**src/rtl/ibex_fp_pkg.sv**
```systemverilog
// Shared FP writeback types: register count and the buffered result entry.
// Pure type/constant package, no logic.
package ibex_fp_pkg;

   localparam int FP_NUM_REGS = 32;
   localparam int FP_DATA_W   = 32;

   typedef struct packed {
      logic [4:0]           rd;
      logic [FP_DATA_W-1:0] wdata;
   } fp_wb_entry_t;

endpackage

```
**src/rtl/ibex_fp_writeback_if.sv**
```systemverilog
// Result/issue paths into the FP writeback stage and its register-file write port.
// "slave" is the writeback block's view; "master" is the surrounding pipeline.
interface ibex_fp_writeback_if #(
   parameter int DataWidth = 32
);

   logic                 issue_valid_i;
   logic [4:0]           issue_rd_i;
   logic                 fpu_valid_i;
   logic                 fpu_ready_o;
   logic [4:0]           fpu_rd_i;
   logic [DataWidth-1:0] fpu_wdata_i;
   logic                 lsu_valid_i;
   logic [4:0]           lsu_rd_i;
   logic [DataWidth-1:0] lsu_wdata_i;
   logic [4:0]           rf_waddr_o;
   logic [DataWidth-1:0] rf_wdata_o;
   logic                 rf_we_o;
   logic [31:0]          pending_o;
   logic                 busy_o;

   modport slave (
      input  issue_valid_i, issue_rd_i,
      input  fpu_valid_i, fpu_rd_i, fpu_wdata_i,
      output fpu_ready_o,
      input  lsu_valid_i, lsu_rd_i, lsu_wdata_i,
      output rf_waddr_o, rf_wdata_o, rf_we_o, pending_o, busy_o
   );

   modport master (
      output issue_valid_i, issue_rd_i,
      output fpu_valid_i, fpu_rd_i, fpu_wdata_i,
      input  fpu_ready_o,
      output lsu_valid_i, lsu_rd_i, lsu_wdata_i,
      input  rf_waddr_o, rf_wdata_o, rf_we_o, pending_o, busy_o
   );

endinterface

```
**src/rtl/ibex_fp_wb_fifo.sv**
```systemverilog
// FPU result buffer: synchronous FIFO of fp_wb_entry_t, head visible combinationally.
// Caller must not push when full or pop when empty; full/empty reflect registered count only.
module ibex_fp_wb_fifo
   import ibex_fp_pkg::*;
#(
   parameter int Depth = 2
) (
   input  logic         clk_i,
   input  logic         rst_ni,
   input  logic         push,
   input  fp_wb_entry_t push_data,
   input  logic         pop,
   output fp_wb_entry_t head,
   output logic         full,
   output logic         empty
);

   localparam int PtrW = (Depth > 1) ? $clog2(Depth) : 1;
   localparam int CntW = $clog2(Depth + 1);

   fp_wb_entry_t    mem [Depth];
   logic [PtrW-1:0] wr_ptr;
   logic [PtrW-1:0] rd_ptr;
   logic [CntW-1:0] count;

   function automatic logic [PtrW-1:0] ptr_inc(input logic [PtrW-1:0] p);
      return (p == PtrW'(Depth - 1)) ? '0 : p + PtrW'(1);
   endfunction

   always_ff @(posedge clk_i or negedge rst_ni) begin
      if (!rst_ni) begin
         wr_ptr <= '0;
         rd_ptr <= '0;
         count  <= '0;
      end else begin
         if (push) wr_ptr <= ptr_inc(wr_ptr);
         if (pop)  rd_ptr <= ptr_inc(rd_ptr);
         count <= count + CntW'(push) - CntW'(pop);
      end
   end

   // Storage needs no reset: entries are only observed once count says they are valid.
   always_ff @(posedge clk_i) begin
      if (push) mem[wr_ptr] <= push_data;
   end

   assign head  = mem[rd_ptr];
   assign full  = (count == CntW'(Depth));
   assign empty = (count == '0);

endmodule

```
**src/rtl/ibex_fp_writeback.sv**
```systemverilog
// Drives the FP register-file write port from LSU (priority, never stalled) and buffered FPU results.
// One-cycle registered write latency; FPU is backpressured only when the result FIFO is full.
module ibex_fp_writeback
   import ibex_fp_pkg::*;
#(
   parameter int DataWidth = 32,
   parameter int FifoDepth = 2
) (
   input logic                clk_i,
   input logic                rst_ni,
   ibex_fp_writeback_if.slave wb
);

   logic                   fifo_full;
   logic                   fifo_empty;
   logic                   fifo_push;
   logic                   fifo_pop;
   logic                   fpu_fire;
   logic                   sel_valid;
   logic                   sel_write;
   fp_wb_entry_t           fpu_entry;
   fp_wb_entry_t           lsu_entry;
   fp_wb_entry_t           fifo_head;
   fp_wb_entry_t           sel;

   logic                   rf_we_q;
   logic [4:0]             rf_waddr_q;
   logic [DataWidth-1:0]   rf_wdata_q;
   logic [FP_NUM_REGS-1:0] pending_q;
   logic [FP_NUM_REGS-1:0] pending_d;
   logic [FP_NUM_REGS-1:0] set_mask;
   logic [FP_NUM_REGS-1:0] clr_mask;

   assign wb.fpu_ready_o = !fifo_full;
   assign fpu_fire       = wb.fpu_valid_i & !fifo_full;
   assign fpu_entry      = '{rd: wb.fpu_rd_i, wdata: wb.fpu_wdata_i};
   assign lsu_entry      = '{rd: wb.lsu_rd_i, wdata: wb.lsu_wdata_i};

   ibex_fp_wb_fifo #(
      .Depth (FifoDepth)
   ) u_fifo (
      .clk_i     (clk_i),
      .rst_ni    (rst_ni),
      .push      (fifo_push),
      .push_data (fpu_entry),
      .pop       (fifo_pop),
      .head      (fifo_head),
      .full      (fifo_full),
      .empty     (fifo_empty)
   );

   // LSU cannot be stalled so it always wins; an FPU result only bypasses when nothing is queued ahead.
   always_comb begin
      sel       = fpu_entry;
      sel_valid = fpu_fire;
      fifo_push = 1'b0;
      fifo_pop  = 1'b0;
      if (wb.lsu_valid_i) begin
         sel       = lsu_entry;
         sel_valid = 1'b1;
         fifo_push = fpu_fire;
      end else if (!fifo_empty) begin
         sel       = fifo_head;
         sel_valid = 1'b1;
         fifo_pop  = 1'b1;
         fifo_push = fpu_fire;
      end
   end

   assign sel_write = sel_valid && (sel.rd != 5'd0);

   always_ff @(posedge clk_i or negedge rst_ni) begin
      if (!rst_ni) begin
         rf_we_q    <= 1'b0;
         rf_waddr_q <= '0;
         rf_wdata_q <= '0;
      end else begin
         rf_we_q <= sel_write;
         if (sel_write) begin
            rf_waddr_q <= sel.rd;
            rf_wdata_q <= sel.wdata;
         end
      end
   end

   // A new issue to the same rd as this cycle's write belongs to a younger instruction, so set wins.
   always_comb begin
      set_mask = '0;
      clr_mask = '0;
      if (wb.issue_valid_i) set_mask[wb.issue_rd_i] = 1'b1;
      if (rf_we_q)          clr_mask[rf_waddr_q]    = 1'b1;
      pending_d    = (pending_q & ~clr_mask) | set_mask;
      pending_d[0] = 1'b0;
   end

   always_ff @(posedge clk_i or negedge rst_ni) begin
      if (!rst_ni) pending_q <= '0;
      else         pending_q <= pending_d;
   end

   assign wb.rf_we_o    = rf_we_q;
   assign wb.rf_waddr_o = rf_waddr_q;
   assign wb.rf_wdata_o = rf_wdata_q;
   assign wb.pending_o  = pending_q;
   assign wb.busy_o     = !fifo_empty | rf_we_q | (|pending_q);

   write_without_pending: assert property (
      @(posedge clk_i) disable iff (!rst_ni) rf_we_q |-> pending_q[rf_waddr_q]
   );

endmodule
```
**src/flat_wrapper.sv**
```systemverilog
// flat-port wrapper written by rule: the top's interface ports become plain ports
module ibex_fp_writeback_flat import ibex_fp_pkg::*;
#(
   parameter int DataWidth = 32,
   parameter int FifoDepth = 2
)
  (clk_i, rst_ni, wb_issue_valid_i, wb_issue_rd_i, wb_fpu_valid_i, wb_fpu_rd_i, wb_fpu_wdata_i, wb_fpu_ready_o, wb_lsu_valid_i, wb_lsu_rd_i, wb_lsu_wdata_i, wb_rf_waddr_o, wb_rf_wdata_o, wb_rf_we_o, wb_pending_o, wb_busy_o);
  ibex_fp_writeback_if #(.DataWidth(DataWidth)) wb_i ();
  input logic clk_i;
  input logic rst_ni;
  input wire logic [$bits(wb_i.issue_valid_i)-1:0] wb_issue_valid_i;
  input wire logic [$bits(wb_i.issue_rd_i)-1:0] wb_issue_rd_i;
  input wire logic [$bits(wb_i.fpu_valid_i)-1:0] wb_fpu_valid_i;
  input wire logic [$bits(wb_i.fpu_rd_i)-1:0] wb_fpu_rd_i;
  input wire logic [$bits(wb_i.fpu_wdata_i)-1:0] wb_fpu_wdata_i;
  output wire logic [$bits(wb_i.fpu_ready_o)-1:0] wb_fpu_ready_o;
  input wire logic [$bits(wb_i.lsu_valid_i)-1:0] wb_lsu_valid_i;
  input wire logic [$bits(wb_i.lsu_rd_i)-1:0] wb_lsu_rd_i;
  input wire logic [$bits(wb_i.lsu_wdata_i)-1:0] wb_lsu_wdata_i;
  output wire logic [$bits(wb_i.rf_waddr_o)-1:0] wb_rf_waddr_o;
  output wire logic [$bits(wb_i.rf_wdata_o)-1:0] wb_rf_wdata_o;
  output wire logic [$bits(wb_i.rf_we_o)-1:0] wb_rf_we_o;
  output wire logic [$bits(wb_i.pending_o)-1:0] wb_pending_o;
  output wire logic [$bits(wb_i.busy_o)-1:0] wb_busy_o;
  assign wb_i.issue_valid_i = wb_issue_valid_i;
  assign wb_i.issue_rd_i = wb_issue_rd_i;
  assign wb_i.fpu_valid_i = wb_fpu_valid_i;
  assign wb_i.fpu_rd_i = wb_fpu_rd_i;
  assign wb_i.fpu_wdata_i = wb_fpu_wdata_i;
  assign wb_fpu_ready_o = wb_i.fpu_ready_o;
  assign wb_i.lsu_valid_i = wb_lsu_valid_i;
  assign wb_i.lsu_rd_i = wb_lsu_rd_i;
  assign wb_i.lsu_wdata_i = wb_lsu_wdata_i;
  assign wb_rf_waddr_o = wb_i.rf_waddr_o;
  assign wb_rf_wdata_o = wb_i.rf_wdata_o;
  assign wb_rf_we_o = wb_i.rf_we_o;
  assign wb_pending_o = wb_i.pending_o;
  assign wb_busy_o = wb_i.busy_o;
  ibex_fp_writeback #(.DataWidth(DataWidth), .FifoDepth(FifoDepth)) u_core (.clk_i(clk_i), .rst_ni(rst_ni), .wb(wb_i));
endmodule
```
**config.mk**
```make
export PLATFORM = sky130hd
export DESIGN_NAME = ibex_fp_writeback_flat
export DESIGN_NICKNAME = d
export VERILOG_FILES = /design/src/rtl/ibex_fp_pkg.sv /design/src/rtl/ibex_fp_writeback_if.sv /design/src/rtl/ibex_fp_wb_fifo.sv /design/src/rtl/ibex_fp_writeback.sv /design/src/flat_wrapper.sv
export SDC_FILE = /design/constraint.sdc
export NUM_CORES = 1
export LEC_CHECK = 0
export CAP_MARGIN = 20
export CORE_AREA = 2 2 115 117
export CTS_BUF_LIST = sky130_fd_sc_hd__clkbuf_8
export DETAILED_ROUTE_END_ITERATION = 10
export DIE_AREA = 0 0 117 119
export PLACE_DENSITY = 0.85
export SKIP_CTS_REPAIR_TIMING = 1
export SLEW_MARGIN = 25
export SYNTH_ARGS = -nofsm -noshare
export SYNTH_HDL_FRONTEND = slang
export SYNTH_SLANG_ARGS = --single-unit
export TNS_END_PERCENT = 10
```
**constraint.sdc**
```tcl
create_clock -name clk_i -period 2.95 [get_ports clk_i]
set_input_delay 0.4425 -clock clk_i [delete_from_list [all_inputs] [get_ports clk_i]]
set_output_delay 0.4425 -clock clk_i [all_outputs]
set_load 0.1 [all_outputs]
```
==> results.json <==
{
  "grt.busiest_layer": "met2",
  "hold_viol": 0,
  "cts.sinks": 147,
  "clockBufferDepth": 2,
  "crit_path_top_delay_cell": "dfrtp_1",
  "final_layout_size_suffix_gt1_frac": 0.177,
  "layout.nets": 765,
  "drc_errors": 0,
  "num_rows": 42,
  "grt_pass1_wl_mm": 24.5,
  "finalCriticalPeriod_ns": 2.61,
  "final_antenna_net_count": 0,
  "tightest_slew_ns": 0.667,
  "grt_util_met2": 0.369,
  "cts_tree": "yes",
  "io_pins": 156,
  "die_area_mm2": 0.0139,
  "fillers": 978,
  "rsz0062_at_grt": "no",
  "area_delta_synth_final_pct": 30.4,
  "finalSetupViolCount": 0,
  "arrival_ns": 2.94,
  "cp_max_fo": 27,
  "drtIter0Drc": 408,
  "cts_buffers": 17,
  "synth_area_per_cell_um2": 12.1,
  "synth_warnings": 0,
  "grt.overflow.total": 0,
  "drt-pass1-iter-count": 5,
  "netlist_instances": 529,
  "clock_skew_ns": 0.0178,
  "startpoint_type": "flop",
  "status": "finished clean",
  "min_path_type": "input port to async pin",
  "r2r_end": "u_core.wb.rf_wdata_o[1]",
  "core-area_mm2": 0.0129,
  "wl_per_cell_um": 18.1,
  "synth-seq-cells": 147,
  "reg2reg_depth": 6,
  "async_flop_share": 0.497,
  "htreeDepth": 4,
  "num_vias": 4939,
  "crit_start": "u_core.u_fifo.count[0]",
  "synth_cell_type_count": 44,
  "antennaDiodeCount": 0,
  "grt_max_degree": 74,
  "die_width_um": 117,
  "synth_seq_area_share": 0.633,
  "required_ns": 3.28,
  "via_per_inst": 5.68,
  "cap_violations": 0,
  "rrSetupSlack_ns": 0.34,
  "antenna_found_initial": 0,
  "slowest_delay_ns": 0.53,
  "track_usage": 0.231,
  "clockRootBuffer": "clkbuf_8",
  "die_h_um": 119,
  "place.gp.congestion": 0.890,
  "r2r-start": "u_core.u_fifo.count[0]",
  "path_cells": "or2_1 -> a211oi_1 -> a21oi_1 -> a31oi_4 -> buf_12 -> mux2_1",
  "met1_usage": 0.302,
  "drt-total-wl_mm": 15.7,
  "grtUsageMet3": 0.0534,
  "crit_type": "flop to flop",
  "end_kind": "flop",
  "port_buffers": 154,
  "slew_headroom": 0.555,
  "dp_hpwl_mm": 10.8,
  "grt_pass1_vias": 4914,
  "synth_area_mm2": 0.00640,
  "finalCritPeriodShare": 0.884,
  "ys.flop_type": "edfxtp_1",
  "slew_viol_final": 0,
  "synth_nets": 614,
  "insertion_delay_ns": 0.45,
  "setup-tns-final_ns": 0,
  "synth-edff-count": 74,
  "max_freq_ghz": 0.383,
  "start_util": 0.497,
  "cts.reportedPaths.clkPinSlew_ns": 0.08
}
==> layout by cell type, fill, tap and decap left out, types with 3 or more instances in the layout <==
cell type        synthesis  routed
mux2i_1                 37      37
nand2_1                 36      36
mux2_2                   5       5
inv_1                    2       5
nor2_1                  41      38
clkinv_2                 0       3
nand3_1                  7       7
edfxtp_1                74      74
bufinv_16                0       4
dfrtp_1                 73      72
mux2_1                  29      29
nor2_4                   0       3
o21ai_0                 37      37
buf_4                    1      77
clkbuf_8                 0      18
nor3_1                   5       5
nand3b_1                 7       7
or3b_1                   3       3
nor4_1                   8       8
clkdlybuf4s50_1          0      81
a211oi_1                 3       3
o21ai_1                 62      62
or3_1                    5       5
a21oi_1                 39      39
==> sequential cells by signal, summed over array words and instances (netlist names) <==
name                  cells
u_core.u_fifo.mem        74
u_core.wb.rf_waddr_o      5
u_core.u_fifo.count       2
u_core.u_fifo.wr_ptr      1
u_core.wb.pending_o      31
u_core.wb.rf_wdata_o     32
u_core.u_fifo.rd_ptr      1
u_core.wb.rf_we_o         1
==> stage by stage <==
stage,setup slack [ns],cells,hold slack [ns],cell area (µm²),util
6_report,0.341,869,0.0164,8340,0.648
4_1_cts,0.361,869,0.162,8340,0.648
2_1_floorplan,-0.311,529,0.147,6400,-
3_5_place_dp,0.206,837,0.478,7920,0.615
5_1_grt,0.196,869,0.0651,8340,0.648
3_3_place_gp,0.358,837,0.469,7920,0.615
==> routing by layer <==
layer / vias up / routed length (µm)
met5: - / 0
met4: 0 / 332
met3: 27 / 1180
met2: 228 / 7500
met1: 2414 / 6710
li1: 2270 / -
==> cell families (layout without fill, tap and decap cells) <==
logic type | Yosys count | count (layout) | share of synthesized area
mux | 71 | 71 | 0.118
buf+inv | 33 | 197 | 0.0250
simple gates | 121 | 121 | 0.0898
other cells | 1 | 1 | 0.000586
fa+ha+maj | 1 | 1 | 0.00196
compound gates | 152 | 152 | 0.128
flops | 147 | 147 | 0.633
xor+xnor | 3 | 3 | 0.00411
==> cell type report <==
cell class,count,area (µm²),share of cell area
Clock buffer,18,248,0.0297
Clock inverter,14,171,0.0206
Inverter,4,15.0,0.00180
Multi-Input combinational cell,349,2210,0.265
Sequential cell,147,4050,0.486
Tap cell,176,220,0.0264
Timing Repair Buffer,161,1430,0.171
==> worst max-delay path by stage <==
stage                                    end
floorplan            u_core.u_fifo.mem[0][0]
global placement    u_core.wb.rf_wdata_o[11]
detailed placement   u_core.wb.rf_wdata_o[1]
CTS                                wb_busy_o
global route         u_core.wb.rf_wdata_o[4]
finish               u_core.wb.rf_wdata_o[1]
==> cell usage after synthesis, types with 2 or more instances <==
cell | n | area, µm²
a21oi_1 | 39 | 195
o21ai_0 | 37 | 185
clkbuf_1 | 15 | 56.3
inv_2 | 2 | 7.51
nand3b_1 | 7 | 52.6
or3b_1 | 3 | 26.3
dfrtp_1 | 73 | 1830
buf_1 | 2 | 7.51
inv_1 | 2 | 7.51
mux2_1 | 29 | 327
or3_1 | 5 | 31.3
o22ai_1 | 2 | 12.5
buf_2 | 8 | 40.0
mux2_2 | 5 | 56.3
nand3_1 | 7 | 35.0
a211oi_1 | 3 | 22.5
nor2_1 | 41 | 154
xor2_1 | 2 | 17.5
mux2i_1 | 37 | 370
edfxtp_1 | 74 | 2220
nand4_1 | 2 | 12.5
buf_6 | 3 | 33.8
nor3_1 | 5 | 25.0
nor4_1 | 8 | 50.1
nand2_1 | 36 | 135
o21ai_1 | 62 | 310
nor3_2 | 2 | 20.0
nand2b_1 | 2 | 12.5
==> worst max-delay path: cells and delay by family (launching register included) <==
family	cells	cell delay (ns)
multiplexers	1	0.35
AND/OR/NAND/NOR	1	0.44
flip-flops	1	0.53
buffers and inverters	1	0.26
AO/OA/AOI/OAI	3	0.91
Power is not shown: default switching activity piles up to over one toggle a cycle in this logic, so the estimate is an artifact.
